==> src/rtl/lsu_pkg.sv <==
// Shared definitions for the load/store unit.
//   lsu_state_e  : access FSM states
//   F3_*         : funct3 size/sign encodings
//   STRB_*       : base byte-enable patterns before lane shifting
//   f3_legal     : funct3 legality (stores have no unsigned forms)
//   f3_aligned   : natural-alignment check for the access size
package lsu_pkg;

  typedef enum logic [1:0] {
    S_IDLE = 2'd0,
    S_REQ  = 2'd1,
    S_RESP = 2'd2,
    S_DONE = 2'd3
  } lsu_state_e;

  localparam logic [2:0] F3_B  = 3'b000;
  localparam logic [2:0] F3_H  = 3'b001;
  localparam logic [2:0] F3_W  = 3'b010;
  localparam logic [2:0] F3_BU = 3'b100;
  localparam logic [2:0] F3_HU = 3'b101;

  localparam logic [3:0] STRB_B = 4'b0001;
  localparam logic [3:0] STRB_H = 4'b0011;
  localparam logic [3:0] STRB_W = 4'b1111;

  function automatic logic f3_legal(input logic [2:0] f3, input logic is_store);
    case (f3)
      F3_B, F3_H, F3_W: return 1'b1;
      F3_BU, F3_HU:     return !is_store;
      default:          return 1'b0;
    endcase
  endfunction

  function automatic logic f3_aligned(input logic [2:0] f3, input logic [1:0] lo);
    case (f3)
      F3_H, F3_HU: return !lo[0];
      F3_W:        return (lo == 2'b00);
      default:     return 1'b1;
    endcase
  endfunction

endpackage

==> src/rtl/lsu_align.sv <==
// Combinational lane steering for the load/store unit.
//   st_funct3_i/st_lo_i/st_data_i : store size, address[1:0], right-aligned data
//   st_data_o/st_strb_o           : data shifted onto its byte lanes, byte enables
//   ld_funct3_i/ld_lo_i/ld_raw_i  : load size/sign, address[1:0], raw memory word
//   ld_data_o                     : extracted and sign/zero-extended load value
module lsu_align
  import lsu_pkg::*;
(
  input  logic [2:0]  st_funct3_i,
  input  logic [1:0]  st_lo_i,
  input  logic [31:0] st_data_i,
  output logic [31:0] st_data_o,
  output logic [3:0]  st_strb_o,
  input  logic [2:0]  ld_funct3_i,
  input  logic [1:0]  ld_lo_i,
  input  logic [31:0] ld_raw_i,
  output logic [31:0] ld_data_o
);

  logic [4:0]         st_sh;
  logic [4:0]         ld_sh;
  logic [31:0]        ld_shifted;
  logic signed [7:0]  ld_b;
  logic signed [15:0] ld_h;

  always_comb begin
    st_sh     = {st_lo_i, 3'b000};
    st_data_o = st_data_i << st_sh;
    case (st_funct3_i)
      F3_B:    st_strb_o = STRB_B << st_lo_i;
      F3_H:    st_strb_o = STRB_H << st_lo_i;
      default: st_strb_o = STRB_W;
    endcase
  end

  always_comb begin
    ld_sh      = {ld_lo_i, 3'b000};
    ld_shifted = ld_raw_i >> ld_sh;
    ld_b       = ld_shifted[7:0];
    ld_h       = ld_shifted[15:0];
    case (ld_funct3_i)
      // Size casts of signed operands replicate the sign bit.
      F3_B:    ld_data_o = 32'(ld_b);
      F3_H:    ld_data_o = 32'(ld_h);
      F3_BU:   ld_data_o = {24'h000000, ld_shifted[7:0]};
      F3_HU:   ld_data_o = {16'h0000, ld_shifted[15:0]};
      default: ld_data_o = ld_shifted;
    endcase
  end

endmodule

==> src/rtl/load_store_unit.sv <==
// Data-memory initiator for a single-cycle core. Turns mem_re/mem_we plus
// address and store data into a valid/ready request, waits for read data,
// and returns the extended load value for one cycle with done.
//   clk, rst                  : clock, synchronous active-high reset
//   mem_re, mem_we, funct3    : access request from the core (sampled in IDLE)
//   addr, wdata               : byte address and right-aligned store data
//   rdata, done               : load result, one-cycle completion pulse
//   stall                     : hold the core while an access is in flight
//   misalign_err, bus_err     : error pulses accompanying done
//   req_* / req_ready         : request channel to memory
//   rsp_valid, rsp_rdata      : read response channel from memory
module load_store_unit
  import lsu_pkg::*;
#(
  parameter int TIMEOUT = 255,
  parameter int CNT_W   = 8
) (
  input  logic        clk,
  input  logic        rst,
  input  logic        mem_re,
  input  logic        mem_we,
  input  logic [2:0]  funct3,
  input  logic [31:0] addr,
  input  logic [31:0] wdata,
  output logic [31:0] rdata,
  output logic        stall,
  output logic        done,
  output logic        misalign_err,
  output logic        bus_err,
  output logic        req_valid,
  input  logic        req_ready,
  output logic        req_we,
  output logic [31:0] req_addr,
  output logic [31:0] req_wdata,
  output logic [3:0]  req_wstrb,
  input  logic        rsp_valid,
  input  logic [31:0] rsp_rdata
);

  localparam logic [CNT_W-1:0] CNT_LAST = CNT_W'(TIMEOUT - 1);

  lsu_state_e  state_q, state_d;
  logic [CNT_W-1:0] cnt_q, cnt_d;
  logic        we_q, we_d;
  logic [2:0]  f3_q, f3_d;
  logic [1:0]  lo_q, lo_d;
  logic [31:0] req_addr_q, req_addr_d;
  logic [31:0] req_wdata_q, req_wdata_d;
  logic [3:0]  req_wstrb_q, req_wstrb_d;
  logic [31:0] rdata_q, rdata_d;
  logic        mis_q, mis_d;
  logic        bus_q, bus_d;

  logic [31:0] st_lane_data;
  logic [3:0]  st_lane_strb;
  logic [31:0] ld_ext;
  logic        access_ok;

  lsu_align u_align (
    .st_funct3_i (funct3),
    .st_lo_i     (addr[1:0]),
    .st_data_i   (wdata),
    .st_data_o   (st_lane_data),
    .st_strb_o   (st_lane_strb),
    .ld_funct3_i (f3_q),
    .ld_lo_i     (lo_q),
    .ld_raw_i    (rsp_rdata),
    .ld_data_o   (ld_ext)
  );

  // Store takes priority when both strobes are set.
  assign access_ok = f3_legal(funct3, mem_we) && f3_aligned(funct3, addr[1:0]);

  always_comb begin
    state_d     = state_q;
    cnt_d       = cnt_q;
    we_d        = we_q;
    f3_d        = f3_q;
    lo_d        = lo_q;
    req_addr_d  = req_addr_q;
    req_wdata_d = req_wdata_q;
    req_wstrb_d = req_wstrb_q;
    // Result and error flags live for the single DONE cycle only.
    rdata_d     = '0;
    mis_d       = 1'b0;
    bus_d       = 1'b0;

    case (state_q)
      S_IDLE: begin
        if (mem_we || mem_re) begin
          if (access_ok) begin
            we_d        = mem_we;
            f3_d        = funct3;
            lo_d        = addr[1:0];
            req_addr_d  = {addr[31:2], 2'b00};
            req_wdata_d = mem_we ? st_lane_data : '0;
            req_wstrb_d = mem_we ? st_lane_strb : '0;
            cnt_d       = '0;
            state_d     = S_REQ;
          end else begin
            mis_d   = 1'b1;
            state_d = S_DONE;
          end
        end
      end
      S_REQ: begin
        if (req_ready) begin
          cnt_d   = '0;
          state_d = we_q ? S_DONE : S_RESP;
        end else if (cnt_q == CNT_LAST) begin
          bus_d   = 1'b1;
          state_d = S_DONE;
        end else begin
          cnt_d = cnt_q + 1'b1;
        end
      end
      S_RESP: begin
        if (rsp_valid) begin
          rdata_d = ld_ext;
          state_d = S_DONE;
        end else if (cnt_q == CNT_LAST) begin
          bus_d   = 1'b1;
          state_d = S_DONE;
        end else begin
          cnt_d = cnt_q + 1'b1;
        end
      end
      default: state_d = S_IDLE;
    endcase
  end

  always_ff @(posedge clk) begin
    if (rst) begin
      state_q     <= S_IDLE;
      cnt_q       <= '0;
      we_q        <= 1'b0;
      f3_q        <= '0;
      lo_q        <= '0;
      req_addr_q  <= '0;
      req_wdata_q <= '0;
      req_wstrb_q <= '0;
      rdata_q     <= '0;
      mis_q       <= 1'b0;
      bus_q       <= 1'b0;
    end else begin
      state_q     <= state_d;
      cnt_q       <= cnt_d;
      we_q        <= we_d;
      f3_q        <= f3_d;
      lo_q        <= lo_d;
      req_addr_q  <= req_addr_d;
      req_wdata_q <= req_wdata_d;
      req_wstrb_q <= req_wstrb_d;
      rdata_q     <= rdata_d;
      mis_q       <= mis_d;
      bus_q       <= bus_d;
    end
  end

  // The core advances on the edge that ends DONE, so stall drops there.
  assign stall        = (mem_re || mem_we) && (state_q != S_DONE);
  assign done         = (state_q == S_DONE);
  assign req_valid    = (state_q == S_REQ);
  assign req_we       = we_q;
  assign req_addr     = req_addr_q;
  assign req_wdata    = req_wdata_q;
  assign req_wstrb    = req_wstrb_q;
  assign rdata        = rdata_q;
  assign misalign_err = mis_q;
  assign bus_err      = bus_q;

endmodule
==> config.mk <==
export PLATFORM = sky130hd
export DESIGN_NAME = load_store_unit
export DESIGN_NICKNAME = d
export VERILOG_FILES = /design/src/rtl/lsu_pkg.sv /design/src/rtl/lsu_align.sv /design/src/rtl/load_store_unit.sv
export SDC_FILE = /design/constraint.sdc
export NUM_CORES = 1
export LEC_CHECK = 0
export ABC_AREA = 0
export BUFFER_PORTS_ARGS = -buffer_cell sky130_fd_sc_hd__buf_2
export CORE_MARGIN = 2
export CORE_UTILIZATION = 32
export CTS_BUF_LIST = sky130_fd_sc_hd__clkbuf_4 sky130_fd_sc_hd__clkbuf_8
export CTS_CLUSTER_DIAMETER = 40
export DETAILED_ROUTE_END_ITERATION = 7
export PLACE_DENSITY_LB_ADDON = 0.3
export REMOVE_ABC_BUFFERS = 1
export SLEW_MARGIN = 20
export SYNTH_ARGS = -nofsm -noshare
export SYNTH_HDL_FRONTEND = slang
export SYNTH_SLANG_ARGS = --single-unit
==> constraint.sdc <==
create_clock -name clk -period 1.98 [get_ports clk]
set_clock_uncertainty 0.1 [all_clocks]
set_input_delay 0.198 -clock clk [delete_from_list [all_inputs] [get_ports clk]]
set_output_delay 0.198 -clock clk [all_outputs]
set_load 0.02 [all_outputs]
==> results of run 1 <==
[per-layer routing]
layer  wire length (um)  GRT usage, %  vias to the layer above
met2               7260          29.8                      174
met5                  0             0                        -
met1               7200          23.4                     2367
met4                134          5.31                        0
li1                   -             -                     2583
met3               1210          6.85                       12
[worst max-delay path: cells and delay by family]
| family | cells | cell delay (ps) |
|---|---|---|
| buffers and inverters | 4 | 1180 |
| and+or+nand+nor | 1 | 130 |
| AOI/OAI and AO/OA | 3 | 550 |
[cells in the final DEF (no fill, tap or decap), types with 8 or more instances in the layout]
master | Yosys | final
mux2_2 | 8 | 8
buf_4 | 8 | 28
dlygate4sd3_1 | 0 | 66
dfxtp_1 | 116 | 116
nor2_1 | 21 | 21
buf_2 | 10 | 208
clkbuf_8 | 0 | 18
a22o_1 | 19 | 19
a211oi_1 | 12 | 12
inv_1 | 9 | 8
o21ai_0 | 23 | 23
mux2i_1 | 39 | 39
o2bb2ai_1 | 9 | 9
nand2_1 | 119 | 119
a32o_1 | 8 | 8
a21oi_1 | 69 | 68
[sequential cells by signal, summed over array words and instances (netlist names)]
name and flops:
req_we 1, rdata 32, state_q 2, req_addr 30
misalign_err 1, lo_q 2, req_wdata 32, req_wstrb 4
f3_q 3, cnt_q 8, bus_err 1
[per-stage QoR]
step	area (sq um)	util [%]
2_1_floorplan	4860	-
3_3_place_gp	6410	40.8
3_5_place_dp	6410	40.8
4_1_cts	7470	47.5
5_1_grt	7550	48.1
6_report	7550	48.1
[power breakdown]
part	internal (uW)	switching, uW	leakage, uW
Clock	1190	963	0.000196
Combinational	880	1230	0.00224
Sequential	2540	99.2	0.000940
[final timing paths]
kind / from / cells past startpoint / end
max: funct3[2] / 8 / req_addr[12]$_SDFFE_PP0P_
min: wdata[27] / 4 / req_wdata[27]$_SDFFE_PP0P_
max reg2reg: state_q[0]$_SDFFE_PP0N_ / 6 / cnt_q[0]$_SDFFE_PP0P_
min reg2reg: req_addr[20]$_SDFFE_PP0P_ / 2 / req_addr[20]$_SDFFE_PP0P_
[what timing repair did]
action | in CTS | in global routing
buffers inserted | 0 | 1
pin swaps | 0 | 3
endpoints found under the setup margin | 30 | 79
endpoints found under the hold margin | 71 | 0
hold buffers | 66 | 0
resized for setup | 3 | 14
gates cloned | 0 | 2
[logic make-up (layout without fill, tap and decap cells)]
| family | count (synthesis) | after routing | share of synthesized area, % |
|---|---|---|---|
| and+or+nand+nor | 182 | 183 | 15.9 |
| AOI/OAI and AO/OA | 163 | 164 | 21.8 |
| DFF | 116 | 116 | 45.7 |
| buffers and inverters | 50 | 346 | 5.12 |
| muxes | 48 | 48 | 9.90 |
| adders and majority gates | 6 | 6 | 1.48 |
| other | 1 | 2 | 0.0738 |
[layout make-up]
class                      instances  area (sq um)  share of cell area, %
inverter                           9          33.8                  0.447
sequential                       116          2320                   30.7
tap                              216           270                   3.58
clock inverter                    10           108                   1.42
timing repair buffer             305          1960                   26.0
clock buffer                      22           278                   3.68
multi-input combinational        403          2580                   34.2
==> impl_metrics.tcl, run 1 <==
set metrics [dict create \
    grt_pass1_vias 5005 \
    maximum_ir_drop_on_the_vdd_rail_mv 0.473 \
    synthDistinctLibCells 61 \
    placementRows 46 \
    core_region_area_sq_mm 0.0157 \
    cts.sinks 116 \
    total_power_uw 6910 \
    clockRootBuffer "clkbuf_8" \
    drtIter0Drc 227 \
    post-route-period-util_pct 95.9 \
    tritoncts "yes" \
    setup_tns_ps 0 \
    run_status "complete, no violations" \
    synth.area.top_cells "dfxtp_1, nand2_1, mux2i_1" \
    place.port_buffers 208 \
    maximum_level_of_the_cts_h_tree 4 \
    report.final.hold_viol_count 0 \
    slew_violations 0 \
    worst_path_most_repeated_cell "buf_4" \
    cpPeakStageDelay_ps 540 \
    setup_viol 0 \
    number_of_enable_type_register_cells_in_the_synthesized_netlist 0 \
    layout-drive-gt1-share_pct 34.8 \
    total_of_warnings_raised_by_yosys 0 \
    antenna_violating_nets_post_route 0 \
    synth_area_sq_mm 0.00508 \
    fmax_ghz 0.527 \
    timing.final.ws_setup_ps 81.9 \
    finish.cell_count_without_fillers 1081 \
    avgViaCountPerCell 4.75 \
    critical_path_arrival_ps 2080 \
    die_h_um 130 \
    netlist_instances 566 \
    largest_net_degree_at_the_start_of_global_routing 44 \
    critPathCaptureType "flop" \
    width_of_the_die_um 130 \
    largest_area_contributor_in_the_synthesized_netlist "dfxtp_1" \
    async_flop_share_pct 0 \
    power_leakage_uw 0.00338 \
    drc_errors 0 \
    totalWireLength_um 15800 \
    postSynth.topFlopCell "dfxtp_1" \
    routability_congestion 0.814 \
    timing.critical_path.required_ps 2170 \
    synth_area_per_cell_sq_um 8.98 \
    final.fill_count 1520 \
    critical_path_cell_list "dlygate4sd3_1, buf_2, a221oi_4, buf_4, o221ai_2, buf_4, nand2_1, a21oi_1" \
    clk-insertion-delay-late_ps 420 \
    worst_setup_path_start_kind "input pin" \
    area.growth.synth_to_final_pct 48.6 \
    critPathMaxFanout 36 \
    grt_first_pass_wirelength_um 24700 \
    num_antenna_cells 0 \
    holdCritPathClass "input pin to flop" \
    powerDensity_mw_per_mm2 914 \
    floorplan.initialDensity_pct 32.3 \
    clk_path_buf_depth 2 \
    yosys.cell_count.top_type "nand2_1" \
    ys_ff_latch 116 \
    synth_sequential_area_ratio_pct 45.7 \
    rsz0062_at_grt "true" \
    place.detailed.instances 980 \
    cts_inserted_buffers 17 \
    grt-ovfl-total 0 \
    die_area_sq_mm 0.0169 \
    route.vias.total 5136 \
    place_hpwl_um 10200 \
    worst-r2r-setup-slack_ps 90 \
    cpMaxStageDelayCell "dlygate4sd3_1" \
    post-route-min-period_ps 1900 \
    antenna_found_initial 0 \
    max_capacitance_violation_count 0 \
    worst_setup_hold_path_clk_slew_ps 80 \
    grtUsageTotal_pct 18.5 \
    top_level_ports 211 \
    synth_cell_count_leaders "nand2_1, dfxtp_1, a21oi_1" \
    hold_ws_ps 26.4 \
    design.final.nets 963 \
    detail_route.wl_per_cell_um 14.6 \
    worst_setup_slack_before_clock_tree_synthesis_ps -45.9 \
    synth_top_area_share_pct 45.7 \
    crit_type "input pin to flop" \
    drt_pre_antenna_iters 4 \
]
(Power assumes the default switching activity.)
==> run 2: changes to the inputs <==
--- a/config.mk
+++ b/config.mk
@@ -9,7 +9,7 @@
 export BUFFER_PORTS_ARGS = -buffer_cell sky130_fd_sc_hd__buf_2
 export CORE_MARGIN = 2
 export CORE_UTILIZATION = 32
-export CTS_BUF_LIST = sky130_fd_sc_hd__clkbuf_4 sky130_fd_sc_hd__clkbuf_8
+export CTS_BUF_LIST = sky130_fd_sc_hd__clkbuf_8
 export CTS_CLUSTER_DIAMETER = 40
 export DETAILED_ROUTE_END_ITERATION = 7
 export PLACE_DENSITY_LB_ADDON = 0.3
==> run 2 against run 1 <==
  * Combinational power about the same
  * Critical path depth unchanged
  * Worst hold slack got worse by 1.2 ps
  * Largest power group unchanged
  * Final cell count unchanged
  * Critical endpoint unchanged
  * Wire length decreased by 0.28%
==> impl_metrics.tcl, run 2 (same netlist as run 1, synthesis figures left out) <==
set metrics [dict create \
    cts_inserted_buffers 17 \
    hold_path_depth 4 \
    totalWireLength_um 15800 \
    r2r_endpoint "cnt_q[0]$_SDFFE_PP0P_" \
    max_capacitance_violation_count 0 \
    place.detailed.instances 980 \
    post-route-period-util_pct 95.9 \
    route.vias.total 5129 \
    multi_input_comb_area_sq_mm 0.00258 \
    regToRegStartpoint "state_q[0]$_SDFFE_PP0N_" \
    design.final.nets 963 \
    worst_path_most_repeated_cell "buf_4" \
    setup_tns_ps 0 \
    worst_setup_hold_path_clk_slew_ps 80 \
    clockPowerShare_pct 30.5 \
    worst_setup_path_start_kind "input pin" \
    fmax_ghz 0.527 \
    timing.critical_path.required_ps 2170 \
    sequential_cell_area_sq_mm 0.00232 \
    die_area_sq_mm 0.0169 \
    detail_route.wl_per_cell_um 14.6 \
    area.growth.synth_to_final_pct 48.4 \
    run_status "complete, no violations" \
    clk-insertion-delay-late_ps 430 \
    power_leakage_uw 0.00338 \
    post-route-min-period_ps 1900 \
    setup_viol 0 \
    top_library_cells_by_usage_in_the_layout_fill_and_taps_aside "buf_2, nand2_1, dfxtp_1" \
    antenna_found_initial 0 \
    drc_errors 0 \
    routability_congestion 0.814 \
    maximum_ir_drop_on_the_vdd_rail_mv 0.472 \
    report.final.hold_viol_count 0 \
    clockRootBuffer "clkbuf_8" \
    grt_pass1_vias 4995 \
    placementRows 46 \
    grtUsageTotal_pct 18.5 \
    grt-ovfl-total 0 \
    p_int_uw 4540 \
    r2r_cells 6 \
    total_power_uw 6830 \
    drt_pre_antenna_iters 4 \
    layout_commonest_cell "buf_2" \
    top_level_ports 211 \
    sw_frac_of_total_pct 33.6 \
    maximum_level_of_the_cts_h_tree 4 \
    power_switching_uw 2290 \
    final.fill_count 1521 \
    floorplan.initialDensity_pct 32.3 \
    tritoncts "yes" \
    slew_violations 0 \
    layout-drive-gt1-share_pct 34.3 \
    cpPeakStageDelay_ps 540 \
    critical_path_arrival_ps 2090 \
    critPathMaxFanout 36 \
    holdCritPathClass "input pin to flop" \
    critPathCaptureType "flop" \
    cts.sinks 116 \
    powerDensity_mw_per_mm2 906 \
    cp-endpoint "req_addr[12]$_SDFFE_PP0P_" \
    antenna_violating_nets_post_route 0 \
    place_hpwl_um 10200 \
    place.port_buffers 208 \
    critical_path_cell_list "dlygate4sd3_1, buf_2, a221oi_4, buf_4, o221ai_2, buf_4, nand2_1, a21oi_1" \
    seq_power_share_pct 38.6 \
    width_of_the_die_um 130 \
    cpMaxStageDelayCell "dlygate4sd3_1" \
    power.share.combinational_pct 30.9 \
    num_antenna_cells 0 \
    finish.cell_count_without_fillers 1081 \
    avgViaCountPerCell 4.74 \
    drtIter0Drc 214 \
    core_region_area_sq_mm 0.0157 \
    hold_ws_ps 25.2 \
    grt_first_pass_wirelength_um 24700 \
    critical_path.startpoint "funct3[2]" \
    die_h_um 130 \
    clk_path_buf_depth 2 \
    worst-r2r-setup-slack_ps 100 \
    rsz0062_at_grt "true" \
    largest_net_degree_at_the_start_of_global_routing 44 \
    crit_type "input pin to flop" \
]
==> run 2: changes by cell type in the layout (fill, tap and decap cells not counted) <==
| cell | change |
|---|---|
| clkbuf_4 | -4 |
| inv_1 | +4 |
==> run 2: worst min-delay path by stage <==
stage | from | endpoint | slack [ps]
floorplan | rst | cnt_q[1]$_SDFFE_PP0P_ | 170
global route | rsp_rdata[3] | rdata[3]$_SDFF_PP0_ | 10
CTS | wdata[27] | req_wdata[27]$_SDFFE_PP0P_ | 2
detailed placement | req_wstrb[0]$_SDFFE_PP0P_ | req_wstrb[0]$_SDFFE_PP0P_ | 330
finish | wdata[27] | req_wdata[27]$_SDFFE_PP0P_ | 30
global placement | req_wstrb[0]$_SDFFE_PP0P_ | req_wstrb[0]$_SDFFE_PP0P_ | 330
==> run 2: cell type report <==
class	count	area share, %
Timing Repair Buffer	305	26.0
Inverter	9	0.448
Tap cell	216	3.58
Clock inverter	14	1.63
Clock buffer	18	3.29
Multi-Input combinational cell	403	34.2
Sequential cell	116	30.8
==> run 2: power by group through the flow <==
stage	Sequential, uW	Clock [uW]	Combinational, uW
finish	2640	2090	2110
floorplan	2920	0	857
CTS	2640	2150	1990
global route	2660	2260	2310
detailed placement	2680	0	1860
global placement	2690	0	1860
==> run 2: worst max-delay path: cells and delay by family <==
kind	cells	cell delay, ps
AND/OR/NAND/NOR	1	130
AO/OA/AOI/OAI	3	550
buffers and inverters	4	1190
==> run 2: what timing repair did <==
item,4_1_cts,5_1_grt
endpoints found under the setup margin,30,79
gates cloned,0,2
resized for setup,3,14
endpoints found under the hold margin,71,0
pin swaps,0,3
hold buffers,66,0
setup buffers,0,1
==> run 2: layer usage <==
metal | vias to the layer above | share of wire [%] | global-route usage (%)
li1 | 2580 | - | -
met5 | - | 0 | 0
met3 | 12 | 7.5 | 6.85
met1 | 2361 | 46 | 23.4
met2 | 176 | 46 | 29.7
met4 | 0 | 0.86 | 5.31
==> run 2: metrics by stage <==
step	setup slack, ps	cell area [sq um]	util [%]
2_1_floorplan	-361	4860	-
3_3_place_gp	-6.79	6410	40.8
3_5_place_dp	-45.9	6410	40.8
4_1_cts	18.6	7450	47.4
5_1_grt	-19.0	7540	48.0
6_report	82.1	7540	48.0
